===== src/rtl/mux_memoria_pkg.sv =====
// Shared constants for the registered N:1 channel mux with memory.
// Mode encodings, hold-counter width and the selector-width helper live here
// so the top and the arbiter agree on them.
package mux_memoria_pkg;

  localparam logic MODE_FIXED = 1'b0;
  localparam logic MODE_RR    = 1'b1;

  localparam int HOLD_CNT_W = 8;

  // Selector/pointer width: clog2 of the channel count, never below one bit.
  function automatic int sel_width(input int channels);
    return ($clog2(channels) < 1) ? 1 : $clog2(channels);
  endfunction

endpackage


===== src/rtl/mux_rr_arbiter.sv =====
// Combinational round-robin search: first valid channel at or above rr_ptr,
// wrapping from CHANNELS-1 back to 0. rr_ptr is always below CHANNELS.
module mux_rr_arbiter
  import mux_memoria_pkg::*;
#(
  parameter  int CHANNELS = 4,
  localparam int SEL_W    = sel_width(CHANNELS)
) (
  input  logic [CHANNELS-1:0] valid_in,
  input  logic [SEL_W-1:0]    rr_ptr,
  output logic                grant,
  output logic [SEL_W-1:0]    grant_idx
);

  // Walk the channels in priority order starting at rr_ptr; keep the first hit.
  always_comb begin
    int               pos;
    logic [SEL_W-1:0] idx;
    grant     = 1'b0;
    grant_idx = '0;
    for (int i = 0; i < CHANNELS; i++) begin
      pos = int'(rr_ptr) + i;
      if (pos >= CHANNELS) pos = pos - CHANNELS;
      idx = SEL_W'(pos);
      if (!grant && valid_in[idx]) begin
        grant     = 1'b1;
        grant_idx = idx;
      end
    end
  end

endmodule


===== src/rtl/mux_memoria_nx1_param.sv =====
// Registered N:1 mux with output memory. Fixed mode picks the channel named by
// selector; round-robin mode rotates fairly over valid channels. On a no-grant
// edge data_out/sel_out hold and valid_output drops.
// Optional feature: define MUX_HOLD_CNT_EN to add the saturating hold_cnt
// output, counting consecutive no-grant edges.
module mux_memoria_nx1_param
  import mux_memoria_pkg::*;
#(
  parameter  int WIDTH    = 4,
  parameter  int CHANNELS = 4,
  localparam int SEL_W    = sel_width(CHANNELS)
) (
  input  logic                      clk,
  input  logic                      reset_L,
  input  logic [CHANNELS*WIDTH-1:0] data_in,
  input  logic [CHANNELS-1:0]       valid_in,
  input  logic [SEL_W-1:0]          selector,
  input  logic                      mode,
`ifdef MUX_HOLD_CNT_EN
  output logic [HOLD_CNT_W-1:0]     hold_cnt,
`endif
  output logic [WIDTH-1:0]          data_out,
  output logic                      valid_output,
  output logic [SEL_W-1:0]          sel_out
);

  // Channel tables padded to a power of two so any selector value indexes in
  // range; padding entries are never valid.
  localparam int NPAD = 1 << SEL_W;
  localparam logic [SEL_W:0]   CH_CNT  = (SEL_W + 1)'(CHANNELS);
  localparam logic [SEL_W-1:0] CH_LAST = SEL_W'(CHANNELS - 1);

  logic [NPAD-1:0]  valid_pad;
  logic [WIDTH-1:0] data_ch [NPAD];
  logic [SEL_W-1:0] rr_ptr;
  logic             rr_grant;
  logic [SEL_W-1:0] rr_idx;
  logic             sel_ok;
  logic             grant;
  logic [SEL_W-1:0] grant_idx;

  mux_rr_arbiter #(
    .CHANNELS (CHANNELS)
  ) u_rr_arbiter (
    .valid_in  (valid_in),
    .rr_ptr    (rr_ptr),
    .grant     (rr_grant),
    .grant_idx (rr_idx)
  );

  // Unpack the flat data bus and pad the valid vector.
  always_comb begin
    valid_pad                 = '0;
    valid_pad[CHANNELS-1:0]   = valid_in;
    for (int k = 0; k < NPAD; k++) data_ch[k] = '0;
    for (int k = 0; k < CHANNELS; k++) data_ch[k] = data_in[k*WIDTH +: WIDTH];
  end

  // Grant decision for the current mode; out-of-range selectors never grant.
  always_comb begin
    sel_ok    = ({1'b0, selector} < CH_CNT);
    grant     = 1'b0;
    grant_idx = selector;
    if (mode == MODE_RR) begin
      grant     = rr_grant;
      grant_idx = rr_idx;
    end else begin
      grant     = sel_ok && valid_pad[selector];
      grant_idx = selector;
    end
  end

  // Output registers: load on grant, hold data/index otherwise.
  always_ff @(posedge clk or negedge reset_L) begin
    if (!reset_L) begin
      data_out     <= '0;
      valid_output <= 1'b0;
      sel_out      <= '0;
    end else begin
      valid_output <= grant;
      if (grant) begin
        data_out <= data_ch[grant_idx];
        sel_out  <= grant_idx;
      end
    end
  end

  // Round-robin pointer moves past the granted channel; frozen in fixed mode
  // and on empty cycles.
  always_ff @(posedge clk or negedge reset_L) begin
    if (!reset_L) begin
      rr_ptr <= '0;
    end else if (mode == MODE_RR && rr_grant) begin
      rr_ptr <= (rr_idx == CH_LAST) ? '0 : rr_idx + SEL_W'(1);
    end
  end

`ifdef MUX_HOLD_CNT_EN
  // Count consecutive no-grant edges, saturating; any grant clears it.
  always_ff @(posedge clk or negedge reset_L) begin
    if (!reset_L) begin
      hold_cnt <= '0;
    end else if (grant) begin
      hold_cnt <= '0;
    end else if (hold_cnt != '1) begin
      hold_cnt <= hold_cnt + HOLD_CNT_W'(1);
    end
  end
`endif

endmodule


===== config.mk =====
export PLATFORM = sky130hd
export DESIGN_NAME = mux_memoria_nx1_param
export DESIGN_NICKNAME = d
export VERILOG_FILES = /design/src/rtl/mux_memoria_pkg.sv /design/src/rtl/mux_rr_arbiter.sv /design/src/rtl/mux_memoria_nx1_param.sv
export SDC_FILE = /design/constraint.sdc
export NUM_CORES = 1
export LEC_CHECK = 0
export BUFFER_PORTS_ARGS = -buffer_cell sky130_fd_sc_hd__buf_4
export CORE_UTILIZATION = 48
export CTS_CLUSTER_DIAMETER = 150
export DETAILED_ROUTE_END_ITERATION = 6
export PLACE_DENSITY = 0.83
export SYNTH_ARGS = -nofsm -noshare
export SYNTH_HDL_FRONTEND = slang
export SYNTH_SLANG_ARGS = --single-unit

===== constraint.sdc =====
create_clock -name clk -period 3.3 [get_ports clk]
set_input_delay 0.99 -clock clk [delete_from_list [all_inputs] [get_ports clk]]
set_output_delay 0.99 -clock clk [all_outputs]
set_load 0.01 [all_outputs]

* Word level (Yosys, flattened, before mapping)
Index checks and enable logic that the tools add are counted.
Operators by class: reductions and logical operators 7, order comparisons 10, multiplexer cells 28, $add $sub $neg 8, equal/unequal tests 1, bitwise logic cells 1
Operators with widths (number):
- 2-bit 2-to-1 mux | 10
- 2-bit by 3-bit < comparator with 1-bit output (second input constant) | 5
- 3-bit >= comparator (second input constant) | 4
- 1-bit binary-select mux with 2-bit select | 5
- 1-bit 2-to-1 mux | 10
- 4-bit binary-select mux with 2-bit select | 1
- 4-bit 2-to-1 mux | 2
- 2-bit by 1-bit subtractor with 2-bit output (second input constant) | 4
- 2-bit by 2-bit adder with 3-bit output (second input constant) | 2
- 1-bit logical AND | 4
- 2-bit by 1-bit adder with 3-bit output (second input constant) | 1
- 2-bit by 3-bit >= comparator with 1-bit output (second input constant) | 1
- 1-bit zero test | 3
- 2-bit inverter with 3-bit output | 1
- 2-bit by 1-bit adder with 2-bit output (second input constant) | 1
- 2-bit equality test (second input constant) | 1
Word-level totals: flip-flop bits (word level) 9, output and inout port bits 7

* Logic depth before layout (Yosys ltp)
depth after elaboration 19, mapped depth 7, gate-level depth less buffers 5

* Hierarchy
From an unflattened synthesis, not the netlist that was laid out.
Unflattened totals: cell total of the unflattened synthesis 46, area total of the unflattened synthesis 576.8 um2
By module, submodules not included:
- mux_memoria_nx1_param | cells an instance 31, area an instance 499.2 um2, instances 1
- mux_rr_arbiter | cells an instance 15, area an instance 77.6 um2, instances 1

* Least setup slack after synthesis
Ideal clock, no wire load.
path kind input -> register, start point input valid_in[3], end point register data_out[3], path buffers 2, setup time 111 ps, stages 6, slack 1007 ps, data arrival time 2182 ps, path through buf_2 -> o41a_1 -> a41oi_2 -> buf_6 -> a21boi_0 -> a222oi_1
On the way: cells in the longest elaborated chain, start to end 17, elaborated cells on any way between the ends 30
RTL lines:
- from (decl) | line mux_memoria_nx1_param.sv:16 | input logic [CHANNELS-1:0] valid_in,
- 1-bit binary-select mux with 2-bit select | line mux_rr_arbiter.sv:25 | if (!grant && valid_in[idx]) begin
- 1-bit 2-to-1 mux (not written as such) | line mux_rr_arbiter.sv:25
- 1-bit 2-to-1 mux | line mux_rr_arbiter.sv:25
- 1-bit zero test | line mux_rr_arbiter.sv:25
- 1-bit logical AND | line mux_rr_arbiter.sv:25
- 1-bit 2-to-1 mux | line mux_rr_arbiter.sv:25
- 1-bit zero test | line mux_rr_arbiter.sv:25
- 1-bit logical AND | line mux_rr_arbiter.sv:25
- 1-bit 2-to-1 mux | line mux_rr_arbiter.sv:25
- 1-bit zero test | line mux_rr_arbiter.sv:25
- 1-bit logical AND | line mux_rr_arbiter.sv:25
- 2-bit 2-to-1 mux | line mux_rr_arbiter.sv:25
- 2-bit 2-to-1 mux | line mux_memoria_nx1_param.sv:64 | if (mode == MODE_RR) begin
- 2-bit inverter with 3-bit output (not written as such) | line mux_memoria_nx1_param.sv:82 | data_out <= data_ch[grant_idx];
- 4-bit binary-select mux with 2-bit select | line mux_memoria_nx1_param.sv:82
- 4-bit 2-to-1 mux (not written as such) (2 in series) | line mux_memoria_nx1_param.sv:82
- to (signal assigned) | line mux_memoria_nx1_param.sv:82
- to (decl) | line mux_memoria_nx1_param.sv:22 | output logic [WIDTH-1:0] data_out,
Several ways; a longest one is shown, not always the timed one. The select of a mux whose other input is x is not followed. A chain may end at the register's enable or synchronous reset.

* Final worst setup path
start point input valid_in[0], end point register data_out[3]
The elaborated chain is that of the path after synthesis.

==> results.md <==
- PwrDens: around 510 nW/um^2
- Port Buffers: 31
- CP Launch Type: primary input
- Post-layout util: between 70 and 80%
- Synthesized area per cell: 9.410 sq um
- Antenna fix cells: 0
- Layout area overhead: 38.39%
- CP endpoint kind: flop
- Core Rows: 13
- F_max: slightly below 400 MHz
- CTS tree: built
- Most common cell after layout, fill and taps aside: buf_4
- Max-cap violations: 0
- Critical Path Source: valid_in[0]
- Final Max Tran Viols: 0
- Slowest cell on crit path: a41oi_2
- Psw: 169.3 uW
- WS Path Type: in -> reg
- Hold Vio Cnt, Final: 0
- Crit-path max cell delay: ~0.55 ns
- Die X: roughly 40 um
- Post-route ant nets: 0
- Initial Util: 51.35%
- Final Critical Period: approximately 2.6 ns
- Yosys warning count: 0
- Setup TNS: 0 ns
- Post-synthesis instance total: ~70
- Post-CTS Setup Bufs: 0
- Reg2Reg Launch Point: rr_ptr[1]$_DFFE_PN0P_
- Switching share of power: a little over a third
- Clk_skew: about 0.0022 ns
- WL final: roughly 1.5 mm
- Total Nets Final: approximately 130
- Average wire per standard cell: 13.11 um
- Final setup viols: 0
- First-pass GRT wire length: between 2 and 2.5 mm
- Vias in the first global route: about 550
- Most frequent cells in the layout: buf_4 (31), dfrtp_1 (9), inv_1 (7), mux2i_1 (7)
- TritonCTS Buffers: 3
- Via count: approximately 660
- # DRC: 0
- H-tree depth: 1
- Share of post-route cells with drive strength above 1: between 30% and 40%
- Worst-path clk slew: about 0.060 ns
- Leakage Power: around 0.00046 uW
- # IOs: 32
- Internal Power: 303.8 uW
- Post-synth cell types: 28
- Maximum vdd ir drop: between 0.0003 and 0.0004 V
- Fin crit share: 78.49%
- Maximum clock insertion buffer count: 2
- Required time worst endpoint: about 3.5 ns
- Netlist Area Pre-Place: 668.1 sq um
- Initial antenna violation count: 0
- Syn Nets: 96
- Share of total power in the clock network: about 18%
- Via density per instance: roughly 5.6
- Critical-path maximum fanout: 10
- Sequential Power Share: between 30% and 40%
- Sequential area share after synthesis: roughly a third
- CTS Hold Buffers Added: 0
- Clk sink count: 9
- Worst-Skew Late Latency: 0.26 ns
- Total core area: around 1300 sq um
- Max-slew headroom: between 50 and 60%
- Overall Global Routing Usage: approximately 23%
- Gpl congestion: 0.8817
- Synth Register Bits: 9
- Full die area: approximately 1500 sq um
- DRT iter0 DRCs: 18
- DIE HEIGHT: slightly below 40 um
- Comb power frac: between 40% and 50%
- Clock root cell: clkbuf_4
- Worst Tran Pin Value: around 0.65 ns
- Worst hold start: sel_out[1]$_DFFE_PN0P_
- Pin count of the biggest net entering global routing: 11
- Unrepaired setup endpoints after global routing: no
- CTS resizes: 0
- CP arrival: about 2.7 ns
- Outcome: finished clean
- Fill cells: slightly below 100
- First drt pass iteration count: 4
- Cell chain of the critical path: buf_4 -> o41a_1 -> a41oi_2 -> a21boi_0 -> a222oi_1
- HPWL Detailed: approximately 1.2 mm
- Remaining Overflow, GRT: 0
- Worst hold path type: reg -> reg
[area by class of cell]
type	count	area, sq um	share of cell area (%)
Timing Repair Buffer	31	232.7	25.17
Tap cell	15	18.77	2.030
Multi-Input combinational cell	52	395.4	42.76
Clock buffer	4	26.28	2.842
Sequential cell	9	225.2	24.36
Inverter	7	26.28	2.842
[cells in the mapped netlist]
cell      count  area share [%]
a21boi_0      1             1.1
a21o_1        2             2.2
a21o_2        1             1.3
a21oi_1       4             3.0
a222oi_1      4             6.0
a22oi_1       1             1.1
a311oi_1      1             1.3
a31oi_1       1            0.94
a41oi_2       1             2.4
and3_2        1             1.1
buf_2         2             1.5
buf_6         1             1.7
dfrtp_1       9              34
inv_1         7             3.9
mux2_2        1             1.7
mux2i_1       7              10
mux4_1        1             3.9
nand2_1       4             2.2
nand2b_1      4             3.7
nand3_1       1            0.75
nand4_1       1            0.94
nor2_1        3             1.7
nor2b_1       3             2.8
o21a_1        2             2.2
o21ai_0       4             3.0
o21bai_1      1             1.1
o41a_1        1             1.7
or2b_1        2             2.2
[cell families (layout without fill, tap and decap cells)]
family	after synthesis	count (layout)	share of synthesized area [%]
AOI/OAI and AO/OA	24	24	27.53
muxes	9	9	16.11
buffers and inverters	10	42	7.117
and+or+nand+nor	19	19	15.54
DFF	9	9	33.71
[path summary, 6_finish.rpt]
kind | endpoint | slack (ns) | cells after the start
worst max-delay path | data_out[3]$_DFFE_PN0P_ | 0.71 | 5
worst min-delay path | sel_out[1]$_DFFE_PN0P_ | 0.53 | 2
worst max register to register | data_out[3]$_DFFE_PN0P_ | 1.16 | 5
worst min register to register | sel_out[1]$_DFFE_PN0P_ | 0.53 | 2
max in group asynchronous | rr_ptr[0]$_DFFE_PN0P_ | 2.63 | 1
min in group asynchronous | data_out[3]$_DFFE_PN0P_ | 0.54 | 1
[per-stage QoR]
step	cells	cell area [sq um]	power [uW]	worst slack [ns]	hold WS [ns]
6_report	118	924.6	473.1	0.7097	0.5279
5_1_grt	118	924.6	512.2	0.6728	0.5371
4_1_cts	118	924.6	475.7	0.7314	0.5346
3_5_place_dp	114	898.4	390.5	0.4695	0.5256
3_3_place_gp	114	898.4	386.0	0.5755	0.5075
2_1_floorplan	71	668.1	310.0	1.007	0.5436
[state kept, by name, indices dropped and copies added (netlist names)]
register      cells
data_out          4
sel_out           2
valid_output      1
rr_ptr            2
[power by group through the flow]
stage | Combinational [uW] | Sequential, uW | Clock [uW]
2_1_floorplan | 137 | 173 | 0
3_3_place_gp | 209 | 177 | 0
3_5_place_dp | 213 | 177 | 0
4_1_cts | 214 | 176 | 86.1
5_1_grt | 237 | 182 | 93.8
6_report | 213 | 177 | 83.5
[metal layers]
metal / routed length [um] / global-route usage, % / up-vias
met2: 786 / 34.58 / 15
li1: - / - / 329
met5: 0 / 0 / -
met3: 60 / 8.523 / 0
met4: 0 / 2.586 / 0
met1: 700 / 30.74 / 311
[worst max-delay path: cells and delay by family]
family,cells,cell delay [ns]
AOI/OAI and AO/OA,4,1.62
buffers and inverters,1,0.13
(Power assumes the default switching activity.)
